`config.mk`:
```
export PLATFORM = sky130hd
export DESIGN_NAME = press_decoder
export DESIGN_NICKNAME = d
export VERILOG_FILES = /design/src/rtl/press_decoder.sv
export SDC_FILE = /design/constraint.sdc
export NUM_CORES = 1
export LEC_CHECK = 0
export BUFFER_PORTS_ARGS = -buffer_cell sky130_fd_sc_hd__clkbuf_2
export CORE_UTILIZATION = 45
export CTS_CLUSTER_DIAMETER = 30
export DETAILED_ROUTE_END_ITERATION = 12
export HOLD_SLACK_MARGIN = 0.12
export PLACE_DENSITY = 0.73
export SLEW_MARGIN = 20
export SYNTH_ARGS = -nofsm -noshare
export SYNTH_HDL_FRONTEND = slang
export SYNTH_SLANG_ARGS = --single-unit
export TNS_END_PERCENT = 100
```
`constraint.sdc`:
```
create_clock -name clk -period 4.9 [get_ports clk]
set_clock_uncertainty 0.2 [all_clocks]
set_input_delay 1.47 -clock clk [delete_from_list [all_inputs] [get_ports clk]]
set_output_delay 1.47 -clock clk [all_outputs]
set_load 0.05 [all_outputs]
```
`src/rtl/press_decoder.sv`:
```
// Classifies press pulses into single/double/triple events by gap timing
// and queues them in a 4-entry FIFO with a sticky overflow flag.
module press_decoder #(
  parameter logic [24:0] GAP_CYCLES = 25'd30_000_000
) (
  input  logic       clk,
  input  logic       rst,
  input  logic       press,
  input  logic       evt_ready,
  output logic       evt_valid,
  output logic [1:0] evt_code,
  output logic [2:0] evt_count,
  output logic       overflow
);

  localparam int unsigned TIMER_W = 25;
  localparam int unsigned CODE_W  = 2;
  localparam int unsigned PTR_W   = 2;
  localparam int unsigned CNT_W   = 3;
  localparam int unsigned DEPTH   = 4;
  localparam logic [TIMER_W-1:0] GAP_LAST = GAP_CYCLES - TIMER_W'(1);

  typedef enum logic {IDLE, COUNT} state_t;

  state_t              state, state_n;
  logic [1:0]          cnt, cnt_n;
  logic [TIMER_W-1:0]  timer, timer_n;
  logic                push_q, push_n;
  logic [CODE_W-1:0]   push_code_q, push_code_n;

  logic [CODE_W-1:0]   mem [DEPTH];
  logic [PTR_W-1:0]    wr_ptr, rd_ptr, wr_ptr_n, rd_ptr_n;
  logic [CNT_W-1:0]    count_n;
  logic [CODE_W-1:0]   head_n;
  logic                pop_c, full_c, wr_en_c, ovf_set_c;

  // Classifier state; the push request is registered so the FIFO sees it one edge later
  always_ff @(posedge clk or posedge rst) begin
    if (rst) begin
      state       <= IDLE;
      cnt         <= 2'd0;
      timer       <= '0;
      push_q      <= 1'b0;
      push_code_q <= 2'b00;
    end else begin
      state       <= state_n;
      cnt         <= cnt_n;
      timer       <= timer_n;
      push_q      <= push_n;
      push_code_q <= push_code_n;
    end
  end

  always_comb begin
    state_n     = state;
    cnt_n       = cnt;
    timer_n     = timer;
    push_n      = 1'b0;
    push_code_n = 2'b00;
    case (state)
      IDLE: begin
        if (press) begin
          state_n = COUNT;
          cnt_n   = 2'd1;
          timer_n = '0;
        end
      end
      COUNT: begin
        if (press) begin
          if (cnt == 2'd2) begin
            // third press closes the group without waiting for the gap
            push_n      = 1'b1;
            push_code_n = 2'b11;
            state_n     = IDLE;
            cnt_n       = 2'd0;
            timer_n     = '0;
          end else begin
            cnt_n   = cnt + 2'd1;
            timer_n = '0;
          end
        end else if (timer == GAP_LAST) begin
          push_n      = 1'b1;
          push_code_n = cnt;
          state_n     = IDLE;
          cnt_n       = 2'd0;
          timer_n     = '0;
        end else begin
          timer_n = timer + TIMER_W'(1);
        end
      end
      default: state_n = IDLE;
    endcase
  end

  // FIFO next-state; a push when full is only accepted if a pop frees a slot
  always_comb begin
    pop_c     = evt_valid & evt_ready;
    full_c    = (evt_count == CNT_W'(DEPTH));
    wr_en_c   = push_q & (~full_c | pop_c);
    ovf_set_c = push_q & full_c & ~pop_c;
    wr_ptr_n  = wr_en_c ? wr_ptr + PTR_W'(1) : wr_ptr;
    rd_ptr_n  = pop_c ? rd_ptr + PTR_W'(1) : rd_ptr;
    count_n   = evt_count;
    if (wr_en_c && !pop_c) begin
      count_n = evt_count + CNT_W'(1);
    end else if (!wr_en_c && pop_c) begin
      count_n = evt_count - CNT_W'(1);
    end
    // the entry being written this edge may become the new head
    head_n = (wr_en_c && (wr_ptr == rd_ptr_n)) ? push_code_q : mem[rd_ptr_n];
    if (count_n == '0) begin
      head_n = 2'b00;
    end
  end

  always_ff @(posedge clk or posedge rst) begin
    if (rst) begin
      for (int i = 0; i < DEPTH; i++) begin
        mem[i] <= 2'b00;
      end
      wr_ptr    <= '0;
      rd_ptr    <= '0;
      evt_count <= '0;
      evt_valid <= 1'b0;
      evt_code  <= 2'b00;
      overflow  <= 1'b0;
    end else begin
      if (wr_en_c) begin
        mem[wr_ptr] <= push_code_q;
      end
      wr_ptr    <= wr_ptr_n;
      rd_ptr    <= rd_ptr_n;
      evt_count <= count_n;
      evt_valid <= (count_n != '0);
      evt_code  <= head_n;
      overflow  <= overflow | ovf_set_c;
    end
  end

endmodule

```
==> qor.csv <==
metric,value,unit
Die Wd,80.0,um
Routed WL,5540,um
worst slew pin tran,0.855,ns
Pins Over Slew Limit,0,
Synth Area in Compound Gates,17.6,%
PortBufs,10,
Simple-Gate Fraction of Synth Area,19.9,%
met2 wire len,2720,um
critical path capture point type,flop,
vias,2112,
reg-to-reg endpoint,timer[21],
Yosys cell types,58,
CTS buffer count,5,
Slew HR,42.9,%
ANT cells,0,
iteration-0 DRC count of the detailed router,102,
DRT met1 WL,2570,um
Fillers,564,
Critical Path End,evt_code[0],
Final Hold Viols,0,
Leak,1.31,nW
status,"complete, no violations",
switching share of power,41.4,%
vias in the first global route,2099,
setup TNS,0,ns
CTS Root Cell,clkbuf_8,
CP Class,in2reg,
Core ar.,5890,sq um
antenna-violating nets left,0,
Std-Cell Rows,28,
Synthesis Warnings,0,
VDD IR max,0.000277,V
Post-Syn Instances,277,
die area,6400,sq um
Power Internal,0.780,mW
GPL Wtd Cong,0.861,
min-delay worst type,reg2reg,
PostCTS Resize Cnt,0,
Synth area leader,dfrtp_1,
r2r startpoint,timer[0],
Top Ports,11,
Period minus WS final,2.97,ns
post-DP HPWL,3850,um
Maximum Capacitance Violations,0,
largest net degree at the start of global routing,51,
DR vias/cell,5.95,
dominant cells by area after synthesis,"dfrtp_1, mux2_2, ha_1, nand2_1, a21oi_1",
top-area cell type share of the netlist area,45.7,%
crit-path max FO,12,
crit path from,evt_ready,
DIE HEIGHT,80.0,um
fin nets,292,
first-pass GRT wire length,9640,um
mean area per synthesized cell,9.88,sq um
DRC viols,0,
CTS Sinks,50,
Top Layer Used,met4,
share of post-route cells with drive strength above 1,11.8,%
Worst-path clk slew,0.09,ns
clock power share,17.6,%
main combinational cell family by area after synthesis,simple AND/OR/NAND/NOR gates,
Synth Flop Type,dfrtp_1,
Syn Nets,289,
Sequential Power Share,46.2,%
CTS Hold Bufs,0,
"Clk Latency, worst-skew pair",0.31,ns
power per cell area,459,nW/um^2
Async SR Flop Fraction,100,%
DR pass1 iterations,4,
mapped cell area,2740,sq um
combinational share of power,36.2,%
number of setup buffers added after CTS,0,
Routed WL per cell,15.6,um
top achievable clock speed,337,MHz
CP Data Required Time,4.88,ns
sequential cell area,1250,sq um
worst r2r path cells,6,
initial antenna violation count,0,
clk buf depth,2,
dpl cells,348,
Sw Pwr,0.551,mW
GRT Overall Usage,19.3,%
area share of fa/ha/maj cells after synthesis,3.66,%
startpoint types,input port,
Worst EP arrival,2.95,ns
H-tree depth,2,
"FF+latch count, synth",50,
Routed met3 length,167,um
GRT Residual Overflow,0,
R2R Setup Slk,2.54,ns
RSZ-0062 raised after global routing,false,
TritonCTS clock tree,built,
P&R area growth vs syn,5.85,%
period utilization,60.6,%
register area share after synthesis,45.7,%
multi-input logic area,1380,sq um
post-synthesis mux area share,5.90,%
Initial Util,46.5,%
Post-Layout Cell Count,355,
Post-Synth XOR/XNOR Area,3.20,%
"EDFF count, synth",0,
final setup fails,0,
cell families (layout without fill, tap and decap cells):
logic type                 Yosys count  count (layout)
buffers and inverters               25              28
xor gates and xnor gates            10              10
muxes                               15              15
and+or+nand+nor                     99              99
adders and majority gates            8               8
DFF                                 50              50
AOI/OAI and AO/OA                   70              70
synthesized netlist by cell type, drive strengths merged (5+ instances only):
cell     n
a21oi   15
a31oi   10
and3     8
clkbuf  10
dfrtp   50
ha       8
inv     11
mux2     9
mux2i    6
nand2   23
nand3   12
nand4    8
nor2    16
o21a     5
o21ai   15
xor2     7
sequential cells by signal (all words and copies together) (netlist names):
register,count
cnt,2
evt_code,2
evt_count,3
evt_valid,1
mem,8
overflow,1
push_code_q,2
push_q,1
rd_ptr,2
state,1
timer,25
wr_ptr,2
cells in the final DEF, fill, tap and decap left out, types with 4 or more instances in the layout:
cell type / netlist / routed
nand2_1: 22 / 22
a31oi_1: 10 / 10
inv_1: 11 / 10
and3_1: 8 / 8
mux2_2: 9 / 9
dfrtp_1: 50 / 50
nor2_1: 16 / 16
a21oi_1: 15 / 15
and4_1: 4 / 4
o21a_1: 4 / 4
a22o_1: 4 / 4
o21ai_0: 8 / 8
nor3_1: 4 / 4
xor2_1: 7 / 7
nand4_1: 8 / 8
ha_1: 8 / 8
clkbuf_8: 0 / 5
clkbuf_2: 0 / 10
mux2i_1: 6 / 6
nand3_1: 12 / 12
o21ai_1: 7 / 7
layout make-up:
type	count	share of cell area [%]
clock buffer	5	2.37
sequential	50	43.2
clock inverter	2	0.518
inverter	11	1.47
multi-input combinational	202	47.5
tap	75	3.24
timing repair buffer	10	1.73
metrics by stage:
step / setup slack (ns) / hold slack, ns / total power, mW / cell area (sq um) / utilization, %
floorplan: 2.00 / 0.256 / 1.00 / 2740 / -
CTS: 1.94 / 0.290 / 1.34 / 2900 / 49.2
finish: 1.93 / 0.284 / 1.33 / 2900 / 49.2
detailed placement: 1.62 / 0.271 / 1.10 / 2810 / 47.8
global route: 1.86 / 0.308 / 1.43 / 2900 / 49.2
global placement: 1.77 / 0.261 / 1.09 / 2810 / 47.8
worst min path at each step:
stage	endpoint	slack (ns)	start	cells past startpoint
2_1_floorplan	timer[14]	0.26	timer[14]	1
3_3_place_gp	overflow	0.26	overflow	1
3_5_place_dp	overflow	0.27	overflow	1
4_1_cts	overflow	0.29	overflow	1
5_1_grt	overflow	0.31	overflow	1
6_report	overflow	0.28	overflow	1
per-layer routing:
metal	vias up	GRT usage, %
met5	-	0
met4	0	6.25
met3	10	3.54
met2	37	33.6
met1	1050	23.9
li1	1015	-
power groups by stage:
| stage | clock [mW] | combinational [mW] | sequential, mW |
|---|---|---|---|
| after floorplan | 0 | 0.344 | 0.655 |
| after global placement | 0 | 0.471 | 0.617 |
| after detailed placement | 0 | 0.483 | 0.622 |
| after CTS | 0.243 | 0.485 | 0.614 |
| after global routing | 0.258 | 0.539 | 0.631 |
| final | 0.235 | 0.482 | 0.614 |
critical path: stages:
cell and delay [ns]:
clkbuf_2 0.20, and2_0 0.29, nand3_1 0.11, a221oi_1 0.55, mux2i_1 0.26, nor2_1 0.05
No activity file was read; power rests on OpenSTA's default activity.
